## src/rtl/wbu_pkg.sv

```systemverilog
// Shared writeback-unit types: load funct3 codes, FIFO depth and the buffered entry layout.
package wbu_pkg;

    localparam int unsigned XLEN  = 32;
    localparam int unsigned AW    = 5;
    localparam int unsigned DEPTH = 2;

    typedef enum logic [2:0] {
        F3_LB  = 3'd0,
        F3_LH  = 3'd1,
        F3_LW  = 3'd2,
        F3_LBU = 3'd4,
        F3_LHU = 3'd5
    } ld_funct3_e;

    typedef struct packed {
        logic [AW-1:0]   rd;
        logic            we;
        logic [XLEN-1:0] wdata;
    } wb_entry_t;

endpackage

```

## src/rtl/wbu_load_fmt.sv

```systemverilog
// Load data formatter: picks byte/half/word from the aligned LSU word and sign/zero-extends it.
module wbu_load_fmt
    import wbu_pkg::*;
(
    input  logic [2:0]      funct3,
    input  logic [1:0]      addr_lo,
    input  logic [XLEN-1:0] word,
    output logic [XLEN-1:0] data
);

    logic [XLEN-1:0] shifted;
    logic [7:0]      byte_sel;
    logic [15:0]     half_sel;

    always_comb begin
        shifted  = word >> {addr_lo, 3'b000};
        byte_sel = shifted[7:0];
        half_sel = addr_lo[1] ? word[31:16] : word[15:0];
        data     = '0;
        case (funct3)
            F3_LB:   data = {{(XLEN-8){byte_sel[7]}}, byte_sel};
            F3_LH:   data = {{(XLEN-16){half_sel[15]}}, half_sel};
            F3_LW:   data = word;
            F3_LBU:  data = {{(XLEN-8){1'b0}}, byte_sel};
            F3_LHU:  data = {{(XLEN-16){1'b0}}, half_sel};
            default: data = '0;
        endcase
    end

endmodule

```

## src/rtl/wbu.sv

```systemverilog
// Writeback unit: 2-entry retire FIFO, registered regfile write port and RAW pending scoreboard.
// Optional WBU_BYPASS_EN exposes the landing write as a forward path and relaxes hazards.
module wbu
    import wbu_pkg::*;
(
    input  logic            clk,
    input  logic            rst,
    input  logic            in_valid,
    output logic            in_ready,
    input  logic [AW-1:0]   in_rd,
    input  logic            in_rd_we,
    input  logic            in_is_load,
    input  logic [2:0]      in_funct3,
    input  logic [1:0]      in_addr_lo,
    input  logic [XLEN-1:0] in_alu_res,
    input  logic [XLEN-1:0] in_load_word,
    input  logic            issue_valid,
    input  logic [AW-1:0]   issue_rd,
    input  logic [AW-1:0]   raddr1,
    input  logic [AW-1:0]   raddr2,
    output logic            hazard1,
    output logic            hazard2,
    output logic            rf_we,
    output logic [AW-1:0]   rf_waddr,
    output logic [XLEN-1:0] rf_wdata,
    output logic            commit,
    output logic            fwd1_valid,
    output logic            fwd2_valid,
    output logic [XLEN-1:0] fwd_data
);

    localparam int unsigned   PW       = $clog2(DEPTH);
    localparam int unsigned   NREG     = 1 << AW;
    localparam logic [PW:0]   FULL_CNT = (PW+1)'(DEPTH);

    wb_entry_t       fifo_q [DEPTH];
    wb_entry_t       fifo_d [DEPTH];
    logic [PW-1:0]   wr_ptr_q, wr_ptr_d, rd_ptr_q, rd_ptr_d;
    logic [PW:0]     count_q, count_d;
    logic            rf_we_q, rf_we_d, commit_q, commit_d;
    logic [AW-1:0]   rf_waddr_q, rf_waddr_d;
    logic [XLEN-1:0] rf_wdata_q, rf_wdata_d;
    logic [1:0]      sb_q [NREG];
    logic [1:0]      sb_d [NREG];
    logic [NREG-1:0] inc_vec, dec_vec;
    logic            push, pop;
    logic [XLEN-1:0] load_data;
    wb_entry_t       head;
    logic [1:0]      cnt1, cnt2;

    wbu_load_fmt u_load_fmt (
        .funct3  (in_funct3),
        .addr_lo (in_addr_lo),
        .word    (in_load_word),
        .data    (load_data)
    );

    // No pass-through: a full FIFO refuses input even while it pops.
    always_comb begin
        in_ready = (count_q != FULL_CNT);
        push     = in_valid && in_ready;
        pop      = (count_q != '0);
        head     = fifo_q[rd_ptr_q];
        fifo_d   = fifo_q;
        if (push) begin
            fifo_d[wr_ptr_q].rd    = in_rd;
            fifo_d[wr_ptr_q].we    = in_rd_we;
            fifo_d[wr_ptr_q].wdata = in_is_load ? load_data : in_alu_res;
        end
        wr_ptr_d   = wr_ptr_q + PW'(push);
        rd_ptr_d   = rd_ptr_q + PW'(pop);
        count_d    = count_q + (PW+1)'(push) - (PW+1)'(pop);
        rf_we_d    = pop && head.we && (head.rd != '0);
        rf_waddr_d = pop ? head.rd : rf_waddr_q;
        rf_wdata_d = pop ? head.wdata : rf_wdata_q;
        commit_d   = pop;
    end

    // Decrements come from the write actually landing on the registered port.
    always_comb begin
        inc_vec = '0;
        dec_vec = '0;
        if (issue_valid && (issue_rd != '0)) inc_vec[issue_rd] = 1'b1;
        if (rf_we_q) dec_vec[rf_waddr_q] = 1'b1;
        sb_d = sb_q;
        for (int unsigned r = 0; r < NREG; r++) begin
            if (inc_vec[r] && !dec_vec[r]) begin
                sb_d[r] = sb_q[r] + 2'd1;
            end else if (dec_vec[r] && !inc_vec[r] && (sb_q[r] != 2'd0)) begin
                sb_d[r] = sb_q[r] - 2'd1;
            end
        end
    end

    always_comb begin
        cnt1 = sb_q[raddr1];
        cnt2 = sb_q[raddr2];
`ifdef WBU_BYPASS_EN
        fwd1_valid = rf_we_q && (rf_waddr_q == raddr1) && (raddr1 != '0);
        fwd2_valid = rf_we_q && (rf_waddr_q == raddr2) && (raddr2 != '0);
        fwd_data   = rf_wdata_q;
        hazard1    = (raddr1 != '0) && (cnt1 != 2'd0) && !(fwd1_valid && (cnt1 == 2'd1));
        hazard2    = (raddr2 != '0) && (cnt2 != 2'd0) && !(fwd2_valid && (cnt2 == 2'd1));
`else
        fwd1_valid = 1'b0;
        fwd2_valid = 1'b0;
        fwd_data   = '0;
        hazard1    = (raddr1 != '0) && (cnt1 != 2'd0);
        hazard2    = (raddr2 != '0) && (cnt2 != 2'd0);
`endif
    end

    always_ff @(posedge clk) begin
        if (rst) begin
            wr_ptr_q   <= '0;
            rd_ptr_q   <= '0;
            count_q    <= '0;
            rf_we_q    <= 1'b0;
            rf_waddr_q <= '0;
            rf_wdata_q <= '0;
            commit_q   <= 1'b0;
            sb_q       <= '{default: '0};
        end else begin
            wr_ptr_q   <= wr_ptr_d;
            rd_ptr_q   <= rd_ptr_d;
            count_q    <= count_d;
            rf_we_q    <= rf_we_d;
            rf_waddr_q <= rf_waddr_d;
            rf_wdata_q <= rf_wdata_d;
            commit_q   <= commit_d;
            sb_q       <= sb_d;
            assert (!(issue_valid && (issue_rd != '0) && (sb_q[issue_rd] == 2'd3)));
        end
    end

    always_ff @(posedge clk) begin
        fifo_q <= fifo_d;
    end

    assign rf_we    = rf_we_q;
    assign rf_waddr = rf_waddr_q;
    assign rf_wdata = rf_wdata_q;
    assign commit   = commit_q;

endmodule

```

## config.mk

```make
export PLATFORM = sky130hd
export DESIGN_NAME = wbu
export DESIGN_NICKNAME = d
export VERILOG_FILES = /design/src/rtl/wbu_pkg.sv /design/src/rtl/wbu_load_fmt.sv /design/src/rtl/wbu.sv
export SDC_FILE = /design/constraint.sdc
export NUM_CORES = 1
export LEC_CHECK = 0
export CAP_MARGIN = 5
export CELL_PAD_IN_SITES_DETAIL_PLACEMENT = 0
export CELL_PAD_IN_SITES_GLOBAL_PLACEMENT = 2
export CORE_MARGIN = 3
export CORE_UTILIZATION = 33
export DETAILED_ROUTE_END_ITERATION = 6
export GPL_TIMING_DRIVEN = 0
export PLACE_DENSITY_LB_ADDON = 0.08
export SYNTH_ARGS = -nofsm -noshare
export SYNTH_HDL_FRONTEND = slang
export SYNTH_SLANG_ARGS = --single-unit
```

## constraint.sdc

```tcl
create_clock -name clk -period 2.8 [get_ports clk]
set_input_delay 0.42 -clock clk [delete_from_list [all_inputs] [get_ports clk]]
set_output_delay 0.42 -clock clk [all_outputs]
set_load 0.01 [all_outputs]
```

== Word-level counts from Yosys, hierarchy flattened ==
Cells that the tools add are included.

* Reduce and logical (&&, ||, !) cells: 241
* Mux-type cells: 91
* $mul: 0
* Shift-type cells: 1
* Bitwise operators: 4
* Div/mod/pow operators: 0
* Eq/ne operators: 5
* $add $sub $neg: 68
* Magnitude comparators: 9

{| class="wikitable"
|+ Operators by type and width
! operator !! number
|-
| $bwmux W76 || 3
|-
| $pmux W32 S5 || 1
|-
| $mux W38 || 4
|-
| $mux W2 || 68
|-
| $reduce_bool A2 Y1 || 67
|-
| $mux W32 || 4
|-
| $demux W38 S1 || 3
|-
| $logic_and A1 B1 Y1 || 105
|-
| $add A2 B1 Y2 const B || 32
|-
| $logic_not A1 Y1 || 64
|-
| $sub A2 B1 Y2 const B || 32
|-
| $mux W33 || 1
|-
| $shr A32 B5 Y8 || 1
|-
| $bmux W2 S5 || 2
|-
| $reduce_bool A5 Y1 || 4
|-
| $mux W16 || 1
|-
| $ge A6 B6 Y1 const B || 2
|-
| $lt A5 B6 Y1 const B || 2
|-
| $not A5 Y6 || 2
|-
| $demux W1 S5 || 2
|-
| $ge A5 B1 Y1 const B || 2
|-
| $eq A3 B3 Y1 const B || 2
|-
| $ge A2 B2 Y1 const B || 2
|-
| $not A1 Y2 || 2
|-
| 9 further kinds || 11
|}

* Bits in registers: 183
* Bits in latches: 0
* Input bits: 95
* Bits in read-only memories: 0
* Output and inout bits: 76
* Memories: 0
* RAM bits: 0
* Logic and storage cells: 464

== Logic depth before layout (Yosys ltp) ==
* Depth after elaboration: 10
* Mapped depth: 7
* Depth with buffers taken out: 5

== Modules after synthesis ==
From an unflattened synthesis, not the netlist that was laid out.

* Cell total of the unflattened synthesis: 1087
* Area total of the unflattened synthesis: 10189.8 µm²

{| class="wikitable"
|+ Modules (own cells, without submodules)
! module !! cells an instance !! area each (µm²) !! times used !! sequential area each (µm²)
|-
| wbu || 973 || 9335.2 || 1 || 4384.2
|-
| wbu_load_fmt || 114 || 854.6 || 1 || 0.0
|}

== Worst setup path after synthesis ==
No wires, ideal clock.

* Kind: register to register
* Start: register, netlist name wr_ptr_q
* End: register fifo_q[38] in the netlist's numbering (enable)
* Buffers on the path: 2
* Data required time: 2.401 ns
* Setup time: 0.399 ns
* Stages on the path, launching flop included: 5
* Data arrival time: 1.855 ns
* Slack: 0.546 ns
* Clock period less this slack: 2.254 ns
* Cell sequence: dfxtp_1 > clkbuf_1 > inv_1 > clkbuf_1 > ha_1

{| class="wikitable"
|+ RTL lines
! item !! RTL line !! source
|-
| end signal: assignment || wbu.sv:137 || <nowiki>fifo_q <= fifo_d;</nowiki>
|-
| end: declaration || wbu.sv:36 || <nowiki>wb_entry_t fifo_q [DEPTH];</nowiki>
|}

== Worst setup path after layout ==
* Start: input port raddr1[2]
* End: output port hazard1

* Cells in the longest elaborated chain, start to end: 6
* Elaborated cells between the ends (all ways): 7
* Those cells by class: mux (3); bitwise (1); reduce/logical (3)

{| class="wikitable"
|+ RTL lines
! item !! RTL line !! source
|-
| start: declaration || wbu.sv:19 || <nowiki>input logic [AW-1:0] raddr1,</nowiki>
|-
| $not A5 Y6 (not written as such) || wbu.sv:96 || <nowiki>cnt1 = sb_q[raddr1];</nowiki>
|-
| $bmux W2 S5 || wbu.sv:96 ||
|-
| $mux W2 (not written as such) (2 in series) || wbu.sv:96 ||
|-
| $reduce_bool A2 Y1 || wbu.sv:108 || <nowiki>hazard1 = (raddr1 != '0) && (cnt1 != 2'd0);</nowiki>
|-
| $logic_and A1 B1 Y1 * || wbu.sv:108 ||
|-
| end: declaration || wbu.sv:21 || <nowiki>output logic hazard1,</nowiki>
|}

Every way passes the cells marked *; elsewhere a longest branch is shown, timed or not. The select of a mux whose other input is x is not followed.

==> results.json <==
{
  "dpl_cell_area_mm2": 0.0117,
  "grt_max_degree": 33,
  "cp-start-kind": "input port",
  "antenna_found_initial": 0,
  "drive_above_1_share": 0.116,
  "p_per_area_mw_per_mm2": 524,
  "hold_viol_final": 0,
  "post-cts-setup-buffers": 0,
  "path_max_fanout": 10,
  "switching_share": 0.295,
  "max_cap_violations": 0,
  "die_w_um": 178,
  "irDropWorstVdd_uv": 384,
  "syn2layout_area_growth_pct": 27.7,
  "cts_resized": 51,
  "routed_wirelength_um": 31100,
  "synth_edf_count": 76,
  "cts_tree": "built",
  "cts_num_sinks": 181,
  "min_path_type": "input port to register",
  "synthCells": 1011,
  "final_util": 0.430,
  "clkPwrFrac": 0.397,
  "vias": 8363,
  "clkSlewWorstSetupHoldPaths_ns": 0.08,
  "synth_flop_cell": "dfxtp_1",
  "firstDrtPassIters": 6,
  "htree_levels": 4,
  "core_mm2": 0.0289,
  "vias_per_cell": 5.24,
  "gr-total-overflow": 0,
  "yosys_warnings": 0,
  "synth.area.top_cells": "edfxtp_1 (23%), dfxtp_1 (22%), a211oi_1 (10%)",
  "synth-seq-area-share": 0.451,
  "die_area_mm2": 0.0315,
  "initial_core_util": 0.337,
  "postCtsHoldBufs": 0,
  "slew_viol_final": 0,
  "synth_top_cell_by_area": "edfxtp_1",
  "wl_per_cell_um": 19.5,
  "grt_pass1_wl_um": 48400,
  "crit_path_end_kind": "primary output",
  "grt_pass1_vias": 8215,
  "rows": 62,
  "max_freq_ghz": 0.374,
  "ant_nets": 0,
  "status": "finished clean",
  "p_int_uw": 4590,
  "synthArstFlopShare": 0,
  "relSlewSlack": 0.409,
  "drt-initial-drc-count": 516,
  "place_inst": 1563,
  "fin_nets": 1295,
  "numPortBuffers": 133,
  "crit_arrival_ns": 2.25,
  "rsz0062_at_grt": "no",
  "dp_hpwl_um": 23500,
  "ys_types": 61,
  "io_pins": 171,
  "cts_buffers": 17,
  "cts_buffer_depth": 2,
  "clk_latency_ns": 0.44,
  "grt_usage": 0.200,
  "comb_power_share": 0.149,
  "crit_required_ns": 2.38,
  "synth.avg_cell_area_um2": 9.61,
  "p_leak_uw": 0.00409,
  "final_cell_area_mm2": 0.0124,
  "synth_area_mm2": 0.00972,
  "drcViolationCount": 0,
  "fin_crit_sh": 0.955,
  "cts-root-buf": "clkbuf_16",
  "synth_seq_cells": 181,
  "critPathKind": "input port to primary output",
  "setup_tns_ns": 0,
  "setup_viol": 0,
  "chipHeight_um": 178,
  "fin_crit_ns": 2.67,
  "switchingPower_uw": 1920,
  "worst_pin_slew_ns": 0.886,
  "synth_top_area_share": 0.235,
  "place_congestion": 0.815,
  "stdcell_count": 1595,
  "antennaDiodeCount": 0,
  "clock_skew_ns": 0.0149,
  "pwr-share-seq": 0.454
}
through the flow:
stage          power [uW]  hold slack (ns)  worst slack [ns]
6_report             6500            0.424             0.127
5_1_grt              6790            0.452            0.0265
4_1_cts              6590            0.426            0.0739
3_5_place_dp         3990            0.432            -0.747
3_3_place_gp         3980            0.427            -0.725
2_1_floorplan        3530            0.418             0.546
metal layers:
metal | global-route usage | up-vias | part of all wire
li1 | - | 4156 | -
met1 | 0.248 | 3941 | 0.43
met2 | 0.348 | 224 | 0.49
met3 | 0.0477 | 42 | 0.051
met4 | 0.0553 | 0 | 0.022
met5 | 0 | - | 0
synth_stat cells, types with 9 or more instances:
cell type,number
o21a_1,31
clkbuf_1,56
nand2_1,22
inv_1,34
a22oi_1,19
edfxtp_1,76
nor2_1,116
nor3_1,46
a211oi_1,135
a22o_1,13
buf_4,34
nor4_1,23
mux2i_1,51
dfxtp_1,105
and3_1,26
mux2_2,9
mux4_2,12
a21oi_1,82
worst max-delay path, cell delays in order:
cell and delay, ns:
clkdlybuf4s50_1 0.53, clkbuf_4 0.25, mux4_2 0.32, a211o_1 0.34, a22oi_1 0.15, clkdlybuf4s15_2 0.24
power by group through the flow:
| stage | clock network [uW] | logic, uW | registers, uW |
|---|---|---|---|
| after detailed placement | 0 | 976 | 3010 |
| after global routing | 2750 | 1070 | 2970 |
| after global placement | 0 | 963 | 3010 |
| final | 2580 | 971 | 2950 |
| after floorplan | 0 | 514 | 3020 |
| after CTS | 2650 | 982 | 2950 |
state kept, by name, indices dropped and copies added, names as in the netlist:
| name | cells |
|---|---|
| fifo_q | 76 |
| sb_q | 62 |
| rf_wdata | 32 |
| rf_waddr | 5 |
| count_q | 2 |
| commit | 1 |
| rd_ptr_q | 1 |
| rf_we | 1 |
| wr_ptr_q | 1 |
kinds of logic after synthesis:
family | count (synthesis) | synth area share
adders and majority gates | 2 | 0.00257
and+or+nand+nor | 299 | 0.161
buffers and inverters | 140 | 0.0700
other | 1 | 0.000386
AOI/OAI and AO/OA | 314 | 0.222
muxes | 73 | 0.0919
DFF | 181 | 0.451
xor gates and xnor gates | 1 | 0.000901
area by class of cell:
class | instances | area, um2
timing repair buffer | 135 | 1370
fill | 2838 | 16400
buffer | 105 | 584
sequential | 181 | 4420
inverter | 35 | 131
clock inverter | 15 | 214
multi-input combinational | 723 | 4790
tap | 384 | 480
clock buffer | 17 | 425
placed cells by master (no fill, tap or decap), types with 12 or more instances in the layout:
cell | Yosys | routed
nor3_1 | 46 | 46
dfxtp_2 | 0 | 30
buf_4 | 34 | 34
conb_1 | 1 | 34
o21a_1 | 31 | 31
a211oi_1 | 135 | 135
mux2i_1 | 51 | 51
nand2_1 | 22 | 22
clkbuf_16 | 0 | 17
inv_1 | 34 | 34
a22oi_1 | 19 | 19
nor4_1 | 23 | 23
edfxtp_1 | 76 | 76
a22o_1 | 13 | 13
and3_1 | 26 | 26
a21oi_1 | 82 | 82
dfxtp_1 | 105 | 75
nor2_1 | 116 | 116
clkdlybuf4s50_1 | 0 | 128
mux4_2 | 12 | 12
clkbuf_1 | 56 | 51
path summary, 6_finish.rpt:
kind	start	endpoint	slack, ns	cells after the start
max	raddr1[2]	hazard1	0.13	6
min	rst	commit	0.42	2
max reg2reg	rf_waddr[3]	sb_q[29]	0.50	5
min reg2reg	count_q[0]	count_q[1]	0.44	2
Power figures use the tool's default switching activity.
